--- src/rtl/game_sequencer.sv ---
// Game-flow controller for the VGA snake: paces snake steps per frame, handles apples,
// level-up, game-over blink and restart. Define HIGH_SCORE_EN to add the hiscore_o output.
module game_sequencer #(
   parameter int STEP_FRAMES_INIT = 8,
   parameter int STEP_FRAMES_MIN  = 2,
   parameter int APPLES_PER_LEVEL = 4,
   parameter int SCORE_W          = 8,
   parameter int OVER_FRAMES      = 120
) (
   input  logic               clk,
   input  logic               reset,
   input  logic               frame_tick,
   input  logic               btn_start,
   input  logic               hit_wall,
   input  logic               hit_self,
   input  logic               apple_eaten,
   input  logic               pos_ack,
   output logic               pos_req,
   output logic               step_o,
   output logic               grow_o,
   output logic               clear_o,
   output logic [2:0]         state_o,
   output logic [SCORE_W-1:0] score_o,
   output logic [2:0]         level_o,
   output logic               blank_o
`ifdef HIGH_SCORE_EN
   ,
   output logic [SCORE_W-1:0] hiscore_o
`endif
);

   localparam int FW = ($clog2(STEP_FRAMES_INIT) > 0) ? $clog2(STEP_FRAMES_INIT) : 1;
   localparam int AW = ($clog2(APPLES_PER_LEVEL) > 0) ? $clog2(APPLES_PER_LEVEL) : 1;
   localparam int OW = ($clog2(OVER_FRAMES) > 4) ? $clog2(OVER_FRAMES) : 4;

   typedef enum logic [2:0] {
      IDLE  = 3'b000,
      START = 3'b001,
      PLAY  = 3'b010,
      APPLE = 3'b011,
      OVER  = 3'b100
   } state_t;

   state_t             state_q, state_d;
   logic               btn_prev_q;
   logic [FW-1:0]      frame_cnt_q, frame_cnt_d;
   logic [OW-1:0]      over_cnt_q, over_cnt_d;
   logic [AW-1:0]      apple_cnt_q, apple_cnt_d;
   logic [SCORE_W-1:0] score_q, score_d;
   logic [2:0]         level_q, level_d;
   logic               grow_pending_q, grow_pending_d;
   logic               step_q, step_d;
   logic               grow_q, grow_d;
   logic               clear_q, clear_d;
`ifdef HIGH_SCORE_EN
   logic [SCORE_W-1:0] hiscore_q, hiscore_d;
`endif

   logic          start_edge;
   logic          collision;
   logic          over_last;
   logic [FW-1:0] period_m1;

   assign start_edge = btn_start & ~btn_prev_q;
   assign collision  = hit_wall | hit_self;
   assign over_last  = frame_tick && (over_cnt_q == OW'(OVER_FRAMES - 1));

   // Step period shrinks by one frame per level down to the floor.
   always_comb begin
      int p;
      p = STEP_FRAMES_INIT - int'(level_q);
      if (p < STEP_FRAMES_MIN) p = STEP_FRAMES_MIN;
      period_m1 = FW'(p - 1);
   end

   // ---------------- state register and datapath flops ----------------
   always_ff @(posedge clk or posedge reset) begin
      if (reset) begin
         state_q        <= IDLE;
         btn_prev_q     <= 1'b0;
         frame_cnt_q    <= '0;
         over_cnt_q     <= '0;
         apple_cnt_q    <= '0;
         score_q        <= '0;
         level_q        <= '0;
         grow_pending_q <= 1'b0;
         step_q         <= 1'b0;
         grow_q         <= 1'b0;
         clear_q        <= 1'b0;
`ifdef HIGH_SCORE_EN
         hiscore_q      <= '0;
`endif
      end else begin
         // NOTE: non-blocking assignments so every flop samples pre-edge values.
         state_q        <= state_d;
         btn_prev_q     <= btn_start;
         frame_cnt_q    <= frame_cnt_d;
         over_cnt_q     <= over_cnt_d;
         apple_cnt_q    <= apple_cnt_d;
         score_q        <= score_d;
         level_q        <= level_d;
         grow_pending_q <= grow_pending_d;
         step_q         <= step_d;
         grow_q         <= grow_d;
         clear_q        <= clear_d;
`ifdef HIGH_SCORE_EN
         hiscore_q      <= hiscore_d;
`endif
      end
   end

   // ---------------- next-state logic ----------------
   always_comb begin
      state_d = state_q;
      unique case (state_q)
         IDLE:    if (start_edge) state_d = START;
         START:   if (pos_ack) state_d = PLAY;
         PLAY: begin
            if (collision)        state_d = OVER;
            else if (apple_eaten) state_d = APPLE;
         end
         APPLE:   if (pos_ack) state_d = PLAY;
         OVER:    if (over_last) state_d = IDLE;
         default: state_d = IDLE;
      endcase
   end

   // ---------------- datapath next values ----------------
   always_comb begin
      // NOTE: every _d gets a default first so no path can infer a latch.
      frame_cnt_d    = frame_cnt_q;
      over_cnt_d     = '0;
      apple_cnt_d    = apple_cnt_q;
      score_d        = score_q;
      level_d        = level_q;
      grow_pending_d = grow_pending_q;
      step_d         = 1'b0;
      grow_d         = 1'b0;
      clear_d        = 1'b0;
`ifdef HIGH_SCORE_EN
      hiscore_d      = hiscore_q;
`endif

      unique case (state_q)
         IDLE: clear_d = start_edge;
         START: begin
            frame_cnt_d    = '0;
            apple_cnt_d    = '0;
            score_d        = '0;
            level_d        = '0;
            grow_pending_d = 1'b0;
         end
         PLAY: begin
            if (collision) begin
`ifdef HIGH_SCORE_EN
               if (score_q > hiscore_q) hiscore_d = score_q;
`endif
            end else begin
               if (frame_tick) begin
                  // >= guards the case where a level-up shortened the period mid-count.
                  if (frame_cnt_q >= period_m1) begin
                     frame_cnt_d    = '0;
                     step_d         = 1'b1;
                     grow_d         = grow_pending_q;
                     grow_pending_d = 1'b0;
                  end else begin
                     frame_cnt_d = frame_cnt_q + 1'b1;
                  end
               end
               if (apple_eaten) begin
                  grow_pending_d = 1'b1;
                  if (score_q != '1) score_d = score_q + 1'b1;
                  if (apple_cnt_q == AW'(APPLES_PER_LEVEL - 1)) begin
                     apple_cnt_d = '0;
                     if (level_q != 3'd7) level_d = level_q + 1'b1;
                  end else begin
                     apple_cnt_d = apple_cnt_q + 1'b1;
                  end
               end
            end
         end
         OVER: begin
            if (over_last)       over_cnt_d = '0;
            else if (frame_tick) over_cnt_d = over_cnt_q + 1'b1;
            else                 over_cnt_d = over_cnt_q;
         end
         default: ;
      endcase
   end

   // ---------------- outputs ----------------
   always_comb begin
      state_o = state_q;
      pos_req = (state_q == START) || (state_q == APPLE);
      blank_o = (state_q == OVER) && over_cnt_q[3];
      step_o  = step_q;
      grow_o  = grow_q;
      clear_o = clear_q;
      score_o = score_q;
      level_o = level_q;
`ifdef HIGH_SCORE_EN
      hiscore_o = hiscore_q;
`endif
   end

endmodule

--- config.mk ---
export PLATFORM = sky130hd
export DESIGN_NAME = game_sequencer
export DESIGN_NICKNAME = d
export VERILOG_FILES = /design/src/rtl/game_sequencer.sv
export SDC_FILE = /design/constraint.sdc
export NUM_CORES = 1
export LEC_CHECK = 0
export BUFFER_PORTS_ARGS = -buffer_cell sky130_fd_sc_hd__buf_4
export CAP_MARGIN = 20
export CORE_UTILIZATION = 56
export CTS_BUF_LIST = sky130_fd_sc_hd__clkbuf_16
export DETAILED_ROUTE_END_ITERATION = 10
export HOLD_SLACK_MARGIN = 0.03
export PLACE_DENSITY = 0.8
export SETUP_SLACK_MARGIN = 0.5
export SLEW_MARGIN = 0
export SYNTH_ARGS = -nofsm -noshare
export SYNTH_HDL_FRONTEND = slang
export SYNTH_SLANG_ARGS = --single-unit
--- constraint.sdc ---
create_clock -name clk -period 3.1 [get_ports clk]
set_input_delay 0.155 -clock clk [delete_from_list [all_inputs] [get_ports clk]]
set_output_delay 0.155 -clock clk [all_outputs]
set_load 0.01 [all_outputs]
==> results of run 1 <==
cell type report:
| cell class | instances | area (sq um) |
|---|---|---|
| clock buffer | 5 | 125 |
| clock inverter | 2 | 8.76 |
| fill | 201 | 726 |
| inverter | 6 | 22.5 |
| multi-input combinational | 130 | 918 |
| sequential | 31 | 776 |
| tap | 31 | 38.8 |
| timing repair buffer | 31 | 238 |
state kept, by name, summed over array words and instances (netlist names):
name and count:
score_o 8, over_cnt_q 7, frame_cnt_q 3, level_o 3, state_o 3, apple_cnt_q 2, btn_prev_q 1, clear_o 1
grow_o 1, grow_pending_q 1, step_o 1
path summary, 6_finish.rpt:
path,endpoint,slack [ns],cells past startpoint
setup / recovery,grow_pending_q,0.64,13
min in group asynchronous,over_cnt_q[1],0.53,4
setup reg to reg,grow_pending_q,0.64,13
hold / removal,state_o[1],0.21,3
max in group asynchronous,level_o[2],2.28,4
hold reg to reg,apple_cnt_q[0],0.50,1
power by group through the flow:
| stage | registers, W | clock network [W] | logic [W] |
|---|---|---|---|
| floorplan | 0.000482 | 0 | 0.0000879 |
| global placement | 0.000488 | 0 | 0.000117 |
| detailed placement | 0.000494 | 0 | 0.000125 |
| CTS | 0.000488 | 0.000453 | 0.000128 |
| global route | 0.000494 | 0.000465 | 0.000144 |
| finish | 0.000488 | 0.000446 | 0.000125 |
per-stage QoR:
stage | util (%) | hold slack [ns] | worst slack, ns | std cells
after global routing | 74.6 | 0.227 | 0.465 | 236
after floorplan | - | 0.186 | 0.648 | 173
final | 74.6 | 0.208 | 0.638 | 236
after detailed placement | 67.7 | 0.269 | 0.395 | 225
after global placement | 67.7 | 0.261 | 0.594 | 225
after CTS | 73.1 | 0.202 | 0.529 | 234
repair_timing:
item | 4_1_cts | 5_1_grt
resized for setup | 2 | 7
buffers inserted | 0 | 2
hold buffers | 2 | 0
pin swaps | 0 | 2
endpoints found under the setup margin | 5 | 5
hold endpoints to repair | 32 | 0
cells in the mapped netlist, drive strengths merged (2+ instances only):
cell type  instances
a21oi              9
a22o               2
buf                6
dfrtp             31
ha                11
inv                6
mux2               2
mux2i              2
nand2             13
nand2b             4
nand3              8
nand4              2
nor2              21
nor2b              7
nor3               5
nor3b              3
nor4               3
o2111ai            2
o21ai             11
o21bai             2
o31ai              2
or3b               2
xnor2              8
xor2               2
worst max-delay path: stages, from the launching register on:
cell	delay [ns]
sky130_fd_sc_hd__dfrtp_1	0.35
sky130_fd_sc_hd__inv_1	0.09
sky130_fd_sc_hd__ha_1	0.25
sky130_fd_sc_hd__nand2b_1	0.10
sky130_fd_sc_hd__nor2b_4	0.19
sky130_fd_sc_hd__o21ai_2	0.07
sky130_fd_sc_hd__ha_1	0.21
sky130_fd_sc_hd__xnor2_2	0.14
sky130_fd_sc_hd__ha_1	0.29
sky130_fd_sc_hd__nand2_1	0.07
sky130_fd_sc_hd__o21ai_2	0.20
sky130_fd_sc_hd__a21oi_1	0.10
sky130_fd_sc_hd__o211ai_1	0.18
sky130_fd_sc_hd__nand3_1	0.10
layer usage:
layer | vias to the layer above | global-route usage (%)
met4 | 0 | 8.71
met3 | 8 | 6.47
met2 | 25 | 42.9
li1 | 671 | -
met1 | 646 | 27.4
met5 | - | 0
logic make-up (layout without fill, tap and decap cells):
group,Yosys count,after routing,share of synthesized area [%]
DFF,31,31,44.8
buffers and inverters,12,44,3.76
and+or+nand+nor,74,74,24.8
adders and majority gates,11,11,7.95
muxes,4,4,2.46
AOI/OAI and AO/OA,31,31,11.2
xor gates and xnor gates,10,10,5.06
layout by cell type, fill, tap and decap left out, types with 2 or more instances in the layout:
master / instances
sky130_fd_sc_hd__nand2b_1: 4
sky130_fd_sc_hd__a22o_1: 2
sky130_fd_sc_hd__o31ai_1: 2
sky130_fd_sc_hd__o21ai_2: 2
sky130_fd_sc_hd__nand4_1: 2
sky130_fd_sc_hd__nand2_1: 13
sky130_fd_sc_hd__nor4_2: 2
sky130_fd_sc_hd__o21bai_1: 2
sky130_fd_sc_hd__dfrtp_1: 31
sky130_fd_sc_hd__nor2_1: 18
sky130_fd_sc_hd__xor2_1: 2
sky130_fd_sc_hd__a21oi_1: 9
sky130_fd_sc_hd__nor3b_4: 2
sky130_fd_sc_hd__nand3_1: 8
sky130_fd_sc_hd__nor3_1: 4
sky130_fd_sc_hd__nor2_2: 3
sky130_fd_sc_hd__o21ai_0: 9
sky130_fd_sc_hd__xnor2_1: 7
sky130_fd_sc_hd__nor2b_1: 5
sky130_fd_sc_hd__ha_1: 11
sky130_fd_sc_hd__clkbuf_16: 5
sky130_fd_sc_hd__mux2i_1: 2
sky130_fd_sc_hd__buf_4: 29
sky130_fd_sc_hd__dlygate4sd3_1: 2
sky130_fd_sc_hd__o2111ai_1: 2
sky130_fd_sc_hd__inv_1: 6
==> results.rst, run 1 <==
.. list-table::
   :header-rows: 1

   * - Metric
     - Value
   * - Mean instance size in the synthesized netlist
     - around 10 sq um
   * - Final sum of negative setup slack
     - 0 ns
   * - Kind of start point of the critical path
     - register
   * - Core area
     - 2850 sq um
   * - Reported net switching power
     - 0.000265 W
   * - Overall Global Routing Usage
     - 24.0%
   * - Failing checks
     - design-rule violations
   * - Initial Util
     - 60.7%
   * - Hold Violations, Final
     - 0
   * - Vias in the first global route
     - 1374
   * - Leading post-synthesis cells by cell area
     - sky130_fd_sc_hd__dfrtp_1 45%, sky130_fd_sc_hd__ha_1 7.9%, sky130_fd_sc_hd__nor2_1 4.1%
   * - Vias per cell
     - approximately 5.7
   * - Antenna violations before repair
     - 0
   * - Top routing layer in use
     - met4
   * - Finish-stage setup viols
     - 0
   * - Area of the die
     - 3320 sq um
   * - Source of the worst register-to-register timing path
     - level_o[0]
   * - Synth cell types
     - 40
   * - HPWL after DPL
     - 2410 um
   * - Primary flip-flop cell chosen by synthesis mapping
     - sky130_fd_sc_hd__dfrtp_1
   * - Number of optimization iterations in the first detailed-route pass
     - 7
   * - Fraction of final layout cells sized beyond drive strength 1
     - 25.4%
   * - Share of total power in sequential cells
     - 46.1%
   * - WP data required
     - 3.25 ns
   * - Final RePlAce weighted congestion
     - 0.830
   * - Wire length per cell after detailed routing
     - 15.2 um
   * - Largest driver fanout on the critical path
     - 4
   * - Crit. End Element
     - register
   * - Setup clock skew after layout
     - 0.00406 ns
   * - Crit path DAT
     - 2.61 ns
   * - Number of buffers inserted during clock tree synthesis
     - 5
   * - TritonCTS clock tree
     - built
   * - Total non-filler cell area in the finished layout
     - about 2100 sq um
   * - Number of diodes
     - 0
   * - Maximum buffer depth of the clock tree
     - 2
   * - Least-Margin Pin Slew
     - 0.602 ns
   * - Number of slew-limit violations in the final report
     - 0
   * - Share of the synthesized area in the top cell type
     - between 40 and 50%
   * - Largest area contributor in the netlist
     - sky130_fd_sc_hd__dfrtp_1
   * - Die extent in y
     - 57.6 um
   * - Area after DPL
     - 1930 sq um
   * - Switching power share of the total
     - 25.1%
   * - Number of placement rows
     - 19
   * - Number of storage elements in the synthesis netlist
     - 31
   * - Routed met2 length
     - 1890 um
   * - Number of primary I/O pins
     - 27
   * - Logic pwr share
     - 11.8%
   * - Part of the cycle the worst path needs
     - about four fifths
   * - Net count after synthesis
     - 192
   * - Highest clock rate
     - 0.406 GHz
   * - Number of antenna-violating nets in the routed design
     - 0
   * - Result of the run
     - finished with violations
   * - Post-Route WL
     - 3590 um
   * - Synthesized instance count
     - 173
   * - Power density over the cells
     - 498 nW/um^2
   * - Internal portion of total power
     - 0.000794 W
   * - Die width
     - a little under 60 um
   * - Clock-pin slew on the worst setup and hold paths
     - 0.05 ns
   * - Number of enable-type register cells in the synthesized netlist
     - 0
   * - Number of maximum-capacitance constraint violations
     - 0
   * - IO buf count
     - 26
   * - Worst max-slew margin expressed relative to the limit
     - 59.7%
   * - Total grt overflow
     - 0
   * - Fin crit period
     - 2.46 ns
   * - Synthesized cell area
     - 1730 sq um
   * - Nets@finish
     - about 220
   * - Clock latency at the later pin of the worst-skew pair
     - 0.27 ns
   * - WL met1
     - about 1500 um
   * - Total Power
     - 0.00106 W
   * - Kind of path behind the tightest hold check
     - in -> reg
   * - Yosys warning total
     - 0
   * - Post-synthesis sequential area ratio
     - 44.8%
   * - Worst Min Path Start
     - pos_ack
   * - Met3 wire length
     - 130 um
   * - Relative contribution of the clock network to total power
     - between 40 and 50%
   * - Leak
     - 1.02 nW
   * - DRC violation count after routing
     - 1
   * - CTS HTree Levels
     - 2
   * - Maximum number of pins on one net before global-route repair
     - 32
   * - First-pass GRT wire length
     - a little under 6000 um
   * - Critical path start-end classification
     - reg -> reg
   * - Count of vias placed by the detailed router
     - 1350
   * - Clk sinks
     - 31
   * - Share of synthesized flip-flops with an asynchronous set or reset
     - 100%
   * - RSZ-0062 raised after global routing
     - no
   * - Starting DRT DRC Count
     - 52
   * - Area growth syn-to-layout
     - 22.8%
   * - Setup crit start
     - level_o[0]
   * - Root buf cell
     - sky130_fd_sc_hd__clkbuf_16
   * - Worst vdd ir
     - 0.000403 V
(Power assumes the default switching activity.)
==> inputs of run 2 (changes only) <==
Settings changed: CORE_UTILIZATION 56 to 50, PLACE_DENSITY 0.8 to 0.75.
Clock period 3.1 ns to 2.25 ns, I/O delays scaled along.
==> results.rst, run 2 (synthesized netlist as in run 1, its figures left out) <==
.. list-table::
   :header-rows: 1

   * - Metric
     - Value
   * - Result of the run
     - finished with violations
   * - Failing checks
     - negative setup slack
   * - Highest clock rate
     - 0.427 GHz (+5.2%)
   * - Worst max-slew margin expressed relative to the limit
     - 60.9% (+1.2 points)
   * - Setup crit start
     - level_o[0]
   * - Root buf cell
     - sky130_fd_sc_hd__clkbuf_16
   * - Setup clock skew after layout
     - 0.00505 ns (+0.000986 ns)
   * - Hold Violations, Final
     - 0 (unchanged)
   * - Leak
     - 1.11 nW (+9.0%)
   * - Switching power share of the total
     - 24.1% (-0.91 points)
   * - Initial Util
     - 51.9% (-8.8 points)
   * - Most common cell after layout, fill and taps aside
     - sky130_fd_sc_hd__buf_4
   * - Critical path start-end classification
     - reg -> reg
   * - Worst Min Path Start
     - pos_ack
   * - Part of the cycle the worst path needs
     - 104% (+25 points)
   * - Fraction of final layout cells sized beyond drive strength 1
     - 40.5% (+15 points)
   * - Number of slew-limit violations in the final report
     - 0 (unchanged)
   * - Wire length per cell after detailed routing
     - 14.3 um (-6.0%)
   * - Share of total power in sequential cells
     - 42.0% (-4.1 points)
   * - Worst vdd ir
     - 0.000587 V (+46%)
   * - Vias in the first global route
     - 1388 (+1.0%)
   * - IO buf count
     - 26 (unchanged)
   * - Maximum number of pins on one net before global-route repair
     - 18 (-44%)
   * - Least-Margin Pin Slew
     - 0.586 ns (-0.0163 ns)
   * - Post-Route WL
     - 3830 um (+6.7%)
   * - Count of vias placed by the detailed router
     - 1446 (+7.1%)
   * - Nets@finish
     - 240 (+7.1%)
   * - Area growth syn-to-layout
     - 38.2%
   * - M3 GR Usage
     - 7.25% (+0.78 points)
   * - Overall Global Routing Usage
     - 23.4% (-0.54 points)
   * - Area of the die
     - 3700 sq um (+12%)
   * - HPWL after DPL
     - 2610 um (+8.1%)
   * - Antenna violations before repair
     - 0 (unchanged)
   * - Final RePlAce weighted congestion
     - 0.769 (-7.3%)
   * - Kind of start point of the critical path
     - register
   * - Power density over the cells
     - 669 nW/um^2 (+34%)
   * - Vias per cell
     - 5.40 (-5.7%)
   * - Fin crit period
     - 2.34 ns (-0.121 ns)
   * - Total grt overflow
     - 0 (unchanged)
   * - Crit. End Element
     - register
   * - DRC violation count after routing
     - 0 (-1)
   * - GR Layer Usage met2
     - 38.9% (-3.9 points)
   * - Most frequent cells in the layout
     - 45 x sky130_fd_sc_hd__buf_4, 27 x sky130_fd_sc_hd__dfrtp_1, 18 x sky130_fd_sc_hd__nor2_1
   * - TritonCTS clock tree
     - built
   * - Crit path DAT
     - 2.54 ns (-0.07 ns)
   * - Core area
     - 3340 sq um (+17%)
   * - Number of maximum-capacitance constraint violations
     - 0 (unchanged)
   * - Number of optimization iterations in the first detailed-route pass
     - 4 (-3)
   * - Die extent in y
     - 60.9 um (+5.6%)
   * - Final sum of negative setup slack
     - -0.185 ns (-0.185 ns)
   * - Clock-pin slew on the worst setup and hold paths
     - 0.05 ns (about the same)
   * - Number of placement rows
     - 21 (+2)
   * - Relative contribution of the clock network to total power
     - 46.9% (+4.8 points)
   * - WP data required
     - 2.45 ns (-0.80 ns)
   * - Number of antenna-violating nets in the routed design
     - 0 (unchanged)
   * - GRT met1 Usage
     - 28.4% (+0.94 points)
   * - Die width
     - 60.9 um (+5.6%)
   * - Starting DRT DRC Count
     - 40 (-23%)
   * - RSZ-0062 raised after global routing
     - yes
   * - Clock latency at the later pin of the worst-skew pair
     - 0.28 ns (about the same)
   * - Maximum buffer depth of the clock tree
     - 2 (unchanged)
   * - Source of the worst register-to-register timing path
     - level_o[0]
   * - Finish-stage setup viols
     - 4 (+4)
   * - Most heavily used metal layer in global routing
     - met2
   * - Logic pwr share
     - 11.1% (-0.7 points)
   * - Total non-filler cell area in the finished layout
     - 2390 sq um (+13%)
   * - Kind of path behind the tightest hold check
     - in -> reg
   * - Number of buffers inserted during clock tree synthesis
     - 5 (unchanged)
   * - Largest driver fanout on the critical path
     - 4 (unchanged)
   * - Clk sinks
     - 31 (unchanged)
   * - Number of primary I/O pins
     - 27 (unchanged)
   * - Flip-flop count of the largest register after layout
     - 8 (unchanged)
   * - Worst reg2reg setup slack
     - -0.09 ns (-0.73 ns)
   * - Reported net switching power
     - 0.000386 W (+46%)
   * - First-pass GRT wire length
     - 6180 um (+3.5%)
   * - Area after DPL
     - 2040 sq um (+5.5%)
   * - Post-route worst setup slack
     - -0.0909 ns (-0.729 ns)
   * - CTS HTree Levels
     - 2 (unchanged)
   * - Number of diodes
     - 0 (unchanged)
   * - Internal portion of total power
     - 0.00121 W (+53%)
## run 2: changes by cell type in the layout (fill, tap and decap cells not counted), sizes merged
cell and delta:
bufinv +1, buf +16
## run 2: area by class of cell
type / count / area, sq um
Timing Repair Buffer: 47 / 358
Inverter: 6 / 25.0
Fill cell: 248 / 943
Sequential cell: 31 / 781
Clock buffer: 5 / 125
Multi-Input combinational cell: 130 / 1010
Tap cell: 46 / 57.6
Clock inverter: 3 / 38.8
## run 2: repair_timing
item | in CTS | in global routing
endpoints found under the hold margin | 15 | 0
pin swaps | 11 | 3
hold buffers | 2 | 0
setup endpoints to repair | 17 | 16
buffers inserted | 10 | 2
gates resized for setup | 9 | 11
## run 2: path summary, 6_finish.rpt
check,cells after the start,endpoint
max,13,frame_cnt_q[2]
min,4,state_o[0]
max reg2reg,13,frame_cnt_q[2]
min reg2reg,2,apple_cnt_q[1]
max in group asynchronous,4,state_o[1]
min in group asynchronous,3,level_o[0]
## run 2: critical path: stages, from the launching register on
cell,delay (ns)
sky130_fd_sc_hd__dfrtp_2,0.42
sky130_fd_sc_hd__inv_4,0.07
sky130_fd_sc_hd__ha_4,0.16
sky130_fd_sc_hd__nand2b_4,0.06
sky130_fd_sc_hd__nor2b_4,0.13
sky130_fd_sc_hd__o21ai_2,0.14
sky130_fd_sc_hd__ha_2,0.20
sky130_fd_sc_hd__xnor2_1,0.12
sky130_fd_sc_hd__ha_1,0.28
sky130_fd_sc_hd__a21oi_2,0.13
sky130_fd_sc_hd__o21ai_2,0.09
sky130_fd_sc_hd__buf_4,0.15
sky130_fd_sc_hd__o31ai_4,0.18
sky130_fd_sc_hd__o2bb2ai_2,0.12
## run 2: layer usage
metal	up-vias	part of all wire (%)
met3	9	3.6
met5	-	0
li1	702	-
met2	34	50
met1	701	44
met4	0	2.1
## run 2: power groups by stage
stage | combinational, W | sequential (W) | clock (W)
6_report | 0.000178 | 0.000673 | 0.000750
5_1_grt | 0.000206 | 0.000680 | 0.000784
4_1_cts | 0.000180 | 0.000671 | 0.000758
3_5_place_dp | 0.000170 | 0.000676 | 0
3_3_place_gp | 0.000160 | 0.000672 | 0
2_1_floorplan | 0.000121 | 0.000664 | 0
## run 2: metrics by stage
| step | util [%] | cells | hold slack (ns) | setup WS, ns | total power (W) |
|---|---|---|---|---|---|
| after floorplan | - | 173 | 0.144 | 0.0611 | 0.000785 |
| after global placement | 61.0 | 246 | 0.190 | 0.0416 | 0.000833 |
| after detailed placement | 61.0 | 246 | 0.214 | -0.102 | 0.000846 |
| after CTS | 70.2 | 266 | 0.133 | -0.0884 | 0.00161 |
| after global routing | 71.7 | 268 | 0.153 | -0.239 | 0.00167 |
| final | 71.7 | 268 | 0.135 | -0.0909 | 0.00160 |
